### src/rtl/edge_path_sched_if.sv
// ----------------------------------------------------------------------------
// edge_path_sched_if
//   Bundles the trigger/data inputs and the scheduled-path outputs of
//   edge_path_sched.
//   master : drives trig/data, observes the path outputs (source side / bench)
//   slave  : the scheduler itself
//   Signals:
//     trig        edge source of the modelled path
//     data        value source for q
//     q           scheduled path output
//     busy        a transition is pending
//     pend_val    value q takes when the pending transition completes (=q idle)
//     pend_neg    pending event came from a negedge (0 when idle)
//     cancel_cnt  saturating count of cancelled events
// ----------------------------------------------------------------------------
interface edge_path_sched_if #(
  parameter int unsigned CNT_W = 8
) ();
  logic             trig;
  logic             data;
  logic             q;
  logic             busy;
  logic             pend_val;
  logic             pend_neg;
  logic [CNT_W-1:0] cancel_cnt;

  modport master (
    output trig,
    output data,
    input  q,
    input  busy,
    input  pend_val,
    input  pend_neg,
    input  cancel_cnt
  );

  modport slave (
    input  trig,
    input  data,
    output q,
    output busy,
    output pend_val,
    output pend_neg,
    output cancel_cnt
  );
endinterface

### src/rtl/edge_path_sched.sv
// ----------------------------------------------------------------------------
// edge_path_sched
//   Cycle-based timing model of an edge-sensitive, state-dependent module path
//   (posedge/negedge trig => q : data). A trig edge samples data as the target
//   value; q takes that value a fixed number of clk edges later, the delay
//   depending on edge type and on whether q rises or falls. A later edge that
//   asks for the current q value cancels the pending transition (inertial).
//
//   Ports:
//     i_clk    clock, all state updates on its rising edge
//     i_rst_n  synchronous reset, active low
//     bus      edge_path_sched_if.slave (trig, data in; q, busy, pend_val,
//              pend_neg, cancel_cnt out; all outputs registered)
// ----------------------------------------------------------------------------
module edge_path_sched #(
  parameter int unsigned CNT_W    = 8,
  parameter int unsigned POS_RISE = 10,
  parameter int unsigned POS_FALL = 5,
  parameter int unsigned NEG_RISE = 20,
  parameter int unsigned NEG_FALL = 12
) (
  input  logic                   i_clk,
  input  logic                   i_rst_n,
  edge_path_sched_if.slave       bus
);

  // A zero delay behaves as a one-cycle delay.
  localparam logic [CNT_W-1:0] L_POS_RISE = CNT_W'((POS_RISE == 0) ? 1 : POS_RISE);
  localparam logic [CNT_W-1:0] L_POS_FALL = CNT_W'((POS_FALL == 0) ? 1 : POS_FALL);
  localparam logic [CNT_W-1:0] L_NEG_RISE = CNT_W'((NEG_RISE == 0) ? 1 : NEG_RISE);
  localparam logic [CNT_W-1:0] L_NEG_FALL = CNT_W'((NEG_FALL == 0) ? 1 : NEG_FALL);
  localparam logic [CNT_W-1:0] L_ONE      = CNT_W'(1);

  typedef enum logic [1:0] {
    StArm   = 2'd0,
    StIdle  = 2'd1,
    StCount = 2'd2
  } state_e;

  state_e           r_state,      w_state_d;
  logic             r_trig_d;
  logic             r_q,          w_q_d;
  logic             r_pend_val,   w_pend_val_d;
  logic             r_pend_neg,   w_pend_neg_d;
  logic [CNT_W-1:0] r_cnt,        w_cnt_d;
  logic [CNT_W-1:0] r_cancel_cnt, w_cancel_cnt_d;

  logic             w_pos;
  logic             w_neg;
  logic             w_edge;
  logic [CNT_W-1:0] w_delay;

  // Edges are suppressed in ARM: r_trig_d holds no valid history there yet.
  assign w_pos  = (r_state != StArm) & ~r_trig_d &  bus.trig;
  assign w_neg  = (r_state != StArm) &  r_trig_d & ~bus.trig;
  assign w_edge = w_pos | w_neg;

  always_comb begin
    w_delay = L_POS_FALL;
    unique case ({w_neg, bus.data})
      2'b01:   w_delay = L_POS_RISE;
      2'b00:   w_delay = L_POS_FALL;
      2'b11:   w_delay = L_NEG_RISE;
      2'b10:   w_delay = L_NEG_FALL;
      default: w_delay = L_POS_FALL;
    endcase
  end

  // Next-state and output logic.
  always_comb begin
    w_state_d      = r_state;
    w_q_d          = r_q;
    w_pend_val_d   = r_pend_val;
    w_pend_neg_d   = r_pend_neg;
    w_cnt_d        = r_cnt;
    w_cancel_cnt_d = r_cancel_cnt;

    unique case (r_state)
      StArm: begin
        w_state_d = StIdle;
      end

      StIdle: begin
        if (w_edge && (bus.data != r_q)) begin
          // Counter ends at 0 on the cycle before q updates, so q moves D edges later.
          w_cnt_d      = w_delay - L_ONE;
          w_pend_val_d = bus.data;
          w_pend_neg_d = w_neg;
          w_state_d    = StCount;
        end
      end

      StCount: begin
        if (w_edge && (bus.data != r_pend_val)) begin
          // With a 1-bit q, target != pend_val implies target == q: cancel.
          // The new edge wins over a completion in the same cycle.
          w_state_d    = StIdle;
          w_pend_val_d = r_q;
          w_pend_neg_d = 1'b0;
          w_cnt_d      = '0;
          if (r_cancel_cnt != '1) begin
            w_cancel_cnt_d = r_cancel_cnt + L_ONE;
          end
        end else if (r_cnt == '0) begin
          w_q_d        = r_pend_val;
          w_pend_neg_d = 1'b0;
          w_state_d    = StIdle;
        end else begin
          // Includes an edge whose target matches the pending value.
          w_cnt_d = r_cnt - L_ONE;
        end
      end

      default: begin
        w_state_d = StArm;
      end
    endcase
  end

  always_ff @(posedge i_clk) begin
    if (!i_rst_n) begin
      r_state      <= StArm;
      r_trig_d     <= 1'b0;
      r_q          <= 1'b0;
      r_pend_val   <= 1'b0;
      r_pend_neg   <= 1'b0;
      r_cnt        <= '0;
      r_cancel_cnt <= '0;
    end else begin
      r_state      <= w_state_d;
      r_trig_d     <= bus.trig;
      r_q          <= w_q_d;
      r_pend_val   <= w_pend_val_d;
      r_pend_neg   <= w_pend_neg_d;
      r_cnt        <= w_cnt_d;
      r_cancel_cnt <= w_cancel_cnt_d;
    end
  end

  assign bus.q          = r_q;
  assign bus.busy       = (r_state == StCount);
  assign bus.pend_val   = r_pend_val;
  assign bus.pend_neg   = r_pend_neg;
  assign bus.cancel_cnt = r_cancel_cnt;

endmodule

### src/flat_wrapper.sv
// flat-port wrapper written by rule: the top's interface ports become plain ports
module edge_path_sched_flat 
#(
  parameter int unsigned CNT_W    = 8,
  parameter int unsigned POS_RISE = 10,
  parameter int unsigned POS_FALL = 5,
  parameter int unsigned NEG_RISE = 20,
  parameter int unsigned NEG_FALL = 12
)
  (i_clk, i_rst_n, bus_trig, bus_data, bus_q, bus_busy, bus_pend_val, bus_pend_neg, bus_cancel_cnt);
  edge_path_sched_if #(.CNT_W(CNT_W)) bus_i ();
  input  logic i_clk;
  input  logic i_rst_n;
  input wire logic [$bits(bus_i.trig)-1:0] bus_trig;
  input wire logic [$bits(bus_i.data)-1:0] bus_data;
  output wire logic [$bits(bus_i.q)-1:0] bus_q;
  output wire logic [$bits(bus_i.busy)-1:0] bus_busy;
  output wire logic [$bits(bus_i.pend_val)-1:0] bus_pend_val;
  output wire logic [$bits(bus_i.pend_neg)-1:0] bus_pend_neg;
  output wire logic [$bits(bus_i.cancel_cnt)-1:0] bus_cancel_cnt;
  assign bus_i.trig = bus_trig;
  assign bus_i.data = bus_data;
  assign bus_q = bus_i.q;
  assign bus_busy = bus_i.busy;
  assign bus_pend_val = bus_i.pend_val;
  assign bus_pend_neg = bus_i.pend_neg;
  assign bus_cancel_cnt = bus_i.cancel_cnt;
  edge_path_sched #(.CNT_W(CNT_W), .POS_RISE(POS_RISE), .POS_FALL(POS_FALL), .NEG_RISE(NEG_RISE), .NEG_FALL(NEG_FALL)) u_core (.i_clk(i_clk), .i_rst_n(i_rst_n), .bus(bus_i));
endmodule
### config.mk
export PLATFORM = sky130hd
export DESIGN_NAME = edge_path_sched_flat
export DESIGN_NICKNAME = d
export VERILOG_FILES = /design/src/rtl/edge_path_sched_if.sv /design/src/rtl/edge_path_sched.sv /design/src/flat_wrapper.sv
export SDC_FILE = /design/constraint.sdc
export NUM_CORES = 1
export LEC_CHECK = 0
export ABC_AREA = 1
export CAP_MARGIN = 20
export CORE_AREA = 2 2 57 59
export DETAILED_ROUTE_END_ITERATION = 10
export DIE_AREA = 0 0 59 61
export MAX_ROUTING_LAYER = met4
export PLACE_DENSITY_LB_ADDON = 0.1
export SYNTH_ARGS = -nofsm -noshare
export SYNTH_HDL_FRONTEND = slang
export SYNTH_SLANG_ARGS = --single-unit
### constraint.sdc
create_clock -name i_clk -period 1.56 [get_ports i_clk]
set_clock_uncertainty 0.05 [all_clocks]
set_input_delay 0.156 -clock i_clk [delete_from_list [all_inputs] [get_ports i_clk]]
set_output_delay 0.156 -clock i_clk [all_outputs]
set_load 0.02 [all_outputs]
==> impl_metrics.env, run 1 <==
export IMPL_final_core_util=0.677
export IMPL_cp_max_fo=4
export IMPL_max_slew_margin=0.770
export IMPL_start_util=0.478
export IMPL_syn_inst=210
export IMPL_yosys_warnings=0
export IMPL_grt_pass1_vias=1337
export IMPL_cts_buffers=3
export IMPL_syn_nets=225
export IMPL_r2r_cells=10
export IMPL_synth_avg_cell_area_sq_um=6.72
export IMPL_place_congestion=0.919
export IMPL_clockPowerShare=0.130
export IMPL_cts_tree="done"
export IMPL_power_leakage_uw=0.000966
export IMPL_h_tree_depth=1
export IMPL_ios=16
export IMPL_hold_buffers=0
export IMPL_r2r_slack_ns=-0.11
export IMPL_outcome="finished, violations left"
export IMPL_drtPass1Iterations=4
export IMPL_yosysSeqAreaShare=0.312
export IMPL_seq_power_share=0.224
export IMPL_r2r_end="u_core.bus.cancel_cnt[7]$_SDFFE_PN0P_"
export IMPL_cts_sinks=22
export IMPL_core_sq_um=2950
export IMPL_cp_arrival_ns=1.85
export IMPL_crit_chain="inv_2 > ha_4 > nor2_4 > nand2_2 > nand2_4 > buf_12 > nand4_1 > buf_4 > nand2_1 > a21oi_1"
export IMPL_p_sw_frac=0.457
export IMPL_io_buffers=15
export IMPL_synth_seq_cells=22
export IMPL_rsz0062_at_grt="true"
export IMPL_drv_slew=0
export IMPL_grt_pass1_wl_microns=5780
export IMPL_end_kind="flip-flop"
export IMPL_grt_max_degree=14
export IMPL_max_cap_violations=0
export IMPL_die_w_microns=59
export IMPL_worstHoldStart="bus_trig"
export IMPL_cellPowerDensity_nw_per_um2=1770
export IMPL_net_switching_power_uw=1620
export IMPL_crit_type="reg2reg"
export IMPL_die_h_microns=61
export IMPL_clk_latency_ns=0.33
export IMPL_die_area_sq_um=3600
export IMPL_fin_area_sq_um=2000
export IMPL_final_nets=266
export IMPL_overflow=0
export IMPL_drtAntennaViolNets=0
export IMPL_drive_above_1_share=0.296
export IMPL_violations="negative setup slack"
export IMPL_drt_iter0_markers=61
export IMPL_start_kind="flip-flop"
export IMPL_min_to="u_core.r_trig_d$_SDFF_PN0_"
export IMPL_p_int_uw=1930
export IMPL_grt_util_all_layers=0.217
export IMPL_n_antenna_cell=0
export IMPL_antenna_found_initial=0
export IMPL_fmax_mhz=597
export IMPL_dp_hpwl_microns=2500
export IMPL_holdPathStages=3
export IMPL_tightest_slew_ns=0.343
export IMPL_wire_per_inst_microns=12.8
export IMPL_total_power_uw=3550
export IMPL_peakVddDrop_mv=0.966
export IMPL_setup_slack_ns=-0.115
export IMPL_hold_violations=0
export IMPL_crit_required_ns=1.74
export IMPL_synth_cell_types=25
export IMPL_finalSetupViolCount=19
export IMPL_clock_tree_buffer_depth=2
export IMPL_crit_slowest_cell="dfxtp_2"
export IMPL_num_vias=1471
export IMPL_period_share=1.07
export IMPL_hold_class="in2reg"
export IMPL_max_stage_delay_ns=0.36
export IMPL_cts_root_buf="clkbuf_4"
export IMPL_netlist_area_sq_um=1410
export IMPL_wirelength_microns=3620
export IMPL_vias_per_cell=5.20
export IMPL_r2r_start="u_core.r_state[0]$_SDFFE_PN0P_"
export IMPL_pwr_share_comb=0.646
export IMPL_core_rowCount=20
export IMPL_drc=0
export IMPL_postPlaceCellArea_sq_um=1730
export IMPL_min_period_ns=1.67
export IMPL_clkSlewWorstSetupHoldPaths_ns=0.13
export IMPL_syn_to_final_growth_pct=41.7
==> worst max path at each step <==
stage	startpoint	endpoint	slack, ns	cells past startpoint
after global routing	u_core.r_state[0]$_SDFFE_PN0P_	u_core.bus.cancel_cnt[5]$_SDFFE_PN0P_	-0.20	10
after floorplan	u_core.r_state[0]$_SDFFE_PN0P_	u_core.bus.cancel_cnt[0]$_SDFFE_PN0P_	0.0002	7
after global placement	bus_data	u_core.bus.cancel_cnt[0]$_SDFFE_PN0P_	-0.25	6
after detailed placement	bus_data	u_core.bus.cancel_cnt[0]$_SDFFE_PN0P_	-0.26	6
after CTS	u_core.r_state[1]$_SDFFE_PN0P_	u_core.r_cnt[1]$_SDFFE_PN0P_	-0.03	9
final	u_core.r_state[0]$_SDFFE_PN0P_	u_core.bus.cancel_cnt[7]$_SDFFE_PN0P_	-0.11	10
==> timing repair <==
action	in CTS	in global routing
pin swaps	4	17
resized for setup	24	35
setup endpoints to repair	27	24
setup buffers	1	6
cloned	0	1
==> cell families after synthesis <==
family / Yosys count / share of synthesized area
and+or+nand+nor: 116 / 0.357
AOI/OAI and AO/OA: 27 / 0.107
buffers and inverters: 26 / 0.0762
DFF: 22 / 0.312
adders and majority gates: 11 / 0.0975
xor gates and xnor gates: 8 / 0.0496
==> cells in the final DEF (no fill, tap or decap), types with 3 or more instances in the layout <==
| cell type | count |
|---|---|
| clkdlybuf4s50_1 | 4 |
| inv_2 | 5 |
| ha_1 | 7 |
| nand2_1 | 50 |
| o21ai_1 | 3 |
| inv_1 | 16 |
| buf_4 | 18 |
| xor2_1 | 5 |
| dfxtp_2 | 3 |
| buf_6 | 4 |
| nand3_1 | 11 |
| dfxtp_1 | 19 |
| nor2_4 | 3 |
| nand2_2 | 9 |
| a21oi_1 | 11 |
| nand2_4 | 4 |
| nor2_1 | 25 |
| nor2_2 | 3 |
| clkbuf_4 | 3 |
| dlygate4sd2_1 | 8 |
| a21oi_2 | 3 |
| o21ai_0 | 4 |
==> power by group through the flow <==
stage	combinational (uW)	sequential, uW	clock (uW)
floorplan	1280	818	0
global placement	1750	789	0
detailed placement	1770	792	0
CTS	1950	781	461
global route	2540	808	491
finish	2290	796	460
==> cell type report <==
class | count | area (sq um)
clock buffers | 3 | 22.5
clock inverters | 1 | 30.0
fillers | 253 | 953
inverters | 23 | 88.8
multi-input cells | 163 | 1030
flip-flops and latches | 22 | 444
well taps | 33 | 41.3
repair buffers | 38 | 340
==> sequential cells by signal (all words and copies together) (netlist names) <==
register	flops
u_core.bus.cancel_cnt	8
u_core.r_cnt	8
u_core.r_state	2
u_core.bus.pend_neg	1
u_core.bus.pend_val	1
u_core.bus.q	1
u_core.r_trig_d	1
==> stage by stage <==
stage | setup WS, ns | cells | hold WS (ns) | setup TNS, ns
CTS | -0.0312 | 276 | 0.370 | -0.0645
finish | -0.115 | 283 | 0.397 | -1.06
floorplan | 0.000197 | 210 | 0.199 | 0
global route | -0.204 | 283 | 0.448 | -3.24
global placement | -0.247 | 271 | 0.423 | -3.78
detailed placement | -0.263 | 271 | 0.433 | -4.51
==> Yosys cell counts (all sizes together) <==
library cell	instances	area, sq um
nand2	63	246
a21oi	15	86.3
buf	3	21.3
and3	1	6.26
nand3	15	85.1
xor2	6	52.6
xnor2	2	17.5
or2	1	6.26
inv	22	82.6
nor3	3	26.3
nor2	31	121
clkinv	1	3.75
o21ai	9	45.0
ha	11	138
o21a	1	7.51
dfxtp	22	440
o22ai	2	12.5
nand4	2	12.5
==> per-layer routing <==
layer  up-vias  GRT usage  wire length, microns
li1        749          -                     -
met1       690      0.260                  1630
met2        27      0.371                  1850
met3         5     0.0320                   103
met4         0     0.0714                    37
met5         -          -                     0
==> worst max-delay path: cells and delay by family (launching register included) <==
family	cells	cell delay, ns
simple gates	5	0.52
buf+inv	3	0.40
flops	1	0.36
fa+ha+maj	1	0.18
compound gates	1	0.06
Power figures use the tool's default switching activity.
==> run 2: changes to the inputs <==
CAP_MARGIN = unset   (was 20)
==> results of run 2 <==
Same layout as run 1: the final DEF is identical, and so are final timing and power.
==> run 3: changes to the inputs <==
RECOVER_POWER = 100   (was unset)
==> run 3 against run 2 <==
Effect of this change: non-clock buffer count stayed put; sequential power about the same; via count is 0.88% higher; critical path depth is the same; power about the same; die area unchanged; global-route usage did not move; worst setup slack better by 0.0025 ns; the run still ends with negative setup slack left; sequential share of layout area grew 0.21 points; utilization decreased by 0.64 points; largest cell class unchanged.
==> impl_metrics.env, run 3 (synthesized netlist as in run 1, its figures left out) <==
export IMPL_clkSlewWorstSetupHoldPaths_ns=0.13
export IMPL_peakVddDrop_mv=0.970
export IMPL_total_power_uw=3550
export IMPL_grt_pass1_vias=1337
export IMPL_worstHoldStart="bus_trig"
export IMPL_clock_tree_buffer_depth=2
export IMPL_n_antenna_cell=0
export IMPL_overflow=0
export IMPL_violations="negative setup slack"
export IMPL_cts_sinks=22
export IMPL_period_share=1.07
export IMPL_clk_latency_ns=0.33
export IMPL_die_h_microns=61
export IMPL_cp_max_fo=4
export IMPL_most_common_layout_cells="nand2_1, nor2_1, dfxtp_1"
export IMPL_holdPathStages=3
export IMPL_num_vias=1484
export IMPL_cts_tree="done"
export IMPL_net_switching_power_uw=1620
export IMPL_mostFrequentLayoutCell="nand2_1"
export IMPL_drv_slew=0
export IMPL_r2r_slack_ns=-0.11
export IMPL_grt_max_degree=14
export IMPL_drive_above_1_share=0.292
export IMPL_final_nets=266
export IMPL_place_congestion=0.919
export IMPL_outcome="finished, violations left"
export IMPL_cts_buffers=3
export IMPL_rsz0062_at_grt="true"
export IMPL_drt_iter0_markers=61
export IMPL_cp_arrival_ns=1.85
export IMPL_setup_slack_ns=-0.112
export IMPL_end_kind="flip-flop"
export IMPL_die_area_sq_um=3600
export IMPL_hold_buffers=0
export IMPL_power_leakage_uw=0.000921
export IMPL_use_met3=0.0320
export IMPL_core_sq_um=2950
export IMPL_dp_cells=271
export IMPL_r2r_start="u_core.r_state[0]$_SDFFE_PN0P_"
export IMPL_start_kind="flip-flop"
export IMPL_busiest_layer="met2"
export IMPL_core_rowCount=20
export IMPL_dp_hpwl_microns=2500
export IMPL_io_buffers=15
export IMPL_finalSetupViolCount=19
export IMPL_min_period_ns=1.67
export IMPL_use_met1=0.260
export IMPL_dp_slack_ns=-0.263
export IMPL_seq_power_share=0.224
export IMPL_grt_util_all_layers=0.217
export IMPL_wirelength_microns=3620
export IMPL_clockPowerShare=0.129
export IMPL_fmax_mhz=598
export IMPL_pwr_share_comb=0.646
export IMPL_syn_to_final_growth_pct=40.3
export IMPL_hold_class="in2reg"
export IMPL_h_tree_depth=1
export IMPL_drtAntennaViolNets=0
export IMPL_p_sw_frac=0.457
export IMPL_min_to="u_core.r_trig_d$_SDFF_PN0_"
export IMPL_final_cells=283
export IMPL_die_w_microns=59
export IMPL_r2r_end="u_core.bus.cancel_cnt[7]$_SDFFE_PN0P_"
export IMPL_p_int_uw=1920
export IMPL_r2r_cells=10
export IMPL_ios=16
export IMPL_tightest_slew_ns=0.342
export IMPL_max_cap_violations=0
export IMPL_crit_type="reg2reg"
export IMPL_antenna_found_initial=0
export IMPL_vias_per_cell=5.24
export IMPL_wire_per_inst_microns=12.8
export IMPL_drtPass1Iterations=4
export IMPL_hold_violations=0
export IMPL_grt_pass1_wl_microns=5780
export IMPL_start_util=0.478
export IMPL_crit_required_ns=1.74
export IMPL_cellPowerDensity_nw_per_um2=1790
export IMPL_drc=0
export IMPL_cts_root_buf="clkbuf_4"
export IMPL_max_slew_margin=0.771
export IMPL_use_met2=0.371
[run 3: power by group through the flow]
stage / Sequential, uW / Clock, uW / Combinational, uW
floorplan: 818 / 0 / 1280
detailed placement: 792 / 0 / 1770
global route: 808 / 491 / 2530
CTS: 781 / 461 / 1950
finish: 795 / 459 / 2290
global placement: 789 / 0 / 1750
[run 3: how the worst max path moves through the flow]
stage | from | endpoint | slack, ns | cells past startpoint
after floorplan | u_core.r_state[0]$_SDFFE_PN0P_ | u_core.bus.cancel_cnt[0]$_SDFFE_PN0P_ | 0.0002 | 7
after global placement | bus_data | u_core.bus.cancel_cnt[0]$_SDFFE_PN0P_ | -0.25 | 6
after detailed placement | bus_data | u_core.bus.cancel_cnt[0]$_SDFFE_PN0P_ | -0.26 | 6
after CTS | u_core.r_state[1]$_SDFFE_PN0P_ | u_core.r_cnt[1]$_SDFFE_PN0P_ | -0.03 | 9
after global routing | u_core.r_state[0]$_SDFFE_PN0P_ | u_core.bus.cancel_cnt[5]$_SDFFE_PN0P_ | -0.20 | 10
final | u_core.r_state[0]$_SDFFE_PN0P_ | u_core.bus.cancel_cnt[7]$_SDFFE_PN0P_ | -0.11 | 10
[run 3: worst max-delay path, stage by stage, from the launching register on]
cell     delay (ns)
dfxtp_2        0.36
inv_2          0.05
ha_4           0.18
nor2_4         0.09
nand2_2        0.07
nand2_4        0.10
buf_12         0.11
nand4_1        0.21
buf_4          0.24
nand2_1        0.05
a21oi_1        0.06
[run 3: through the flow]
step	hold WS, ns	util	setup TNS (ns)	area [sq um]
floorplan	0.199	-	0	1440
global placement	0.423	0.585	-3.78	1730
detailed placement	0.433	0.585	-4.51	1730
CTS	0.370	0.620	-0.0645	1830
global route	0.448	0.671	-3.24	1980
finish	0.398	0.671	-1.09	1980
[run 3: cell type report]
type	instances	area [sq um]
clock buffers	3	22.5
clock inverters	1	30.0
fillers	257	972
inverters	23	88.8
multi-input cells	163	1030
flip-flops and latches	22	444
well taps	33	41.3
repair buffers	38	322
[run 3: timing repair]
item / in CTS / in global routing
buffers inserted: 1 / 6
setup endpoints to repair: 27 / 24
gates resized for setup: 24 / 35
cloned: 0 / 1
pin swaps: 4 / 17
[run 3: metal layers]
layer	part of all wire	wire (microns)	vias up
li1	-	-	750
met1	0.44	1600	695
met2	0.51	1860	32
met3	0.030	110	7
met4	0.013	46	0
met5	0	0	-
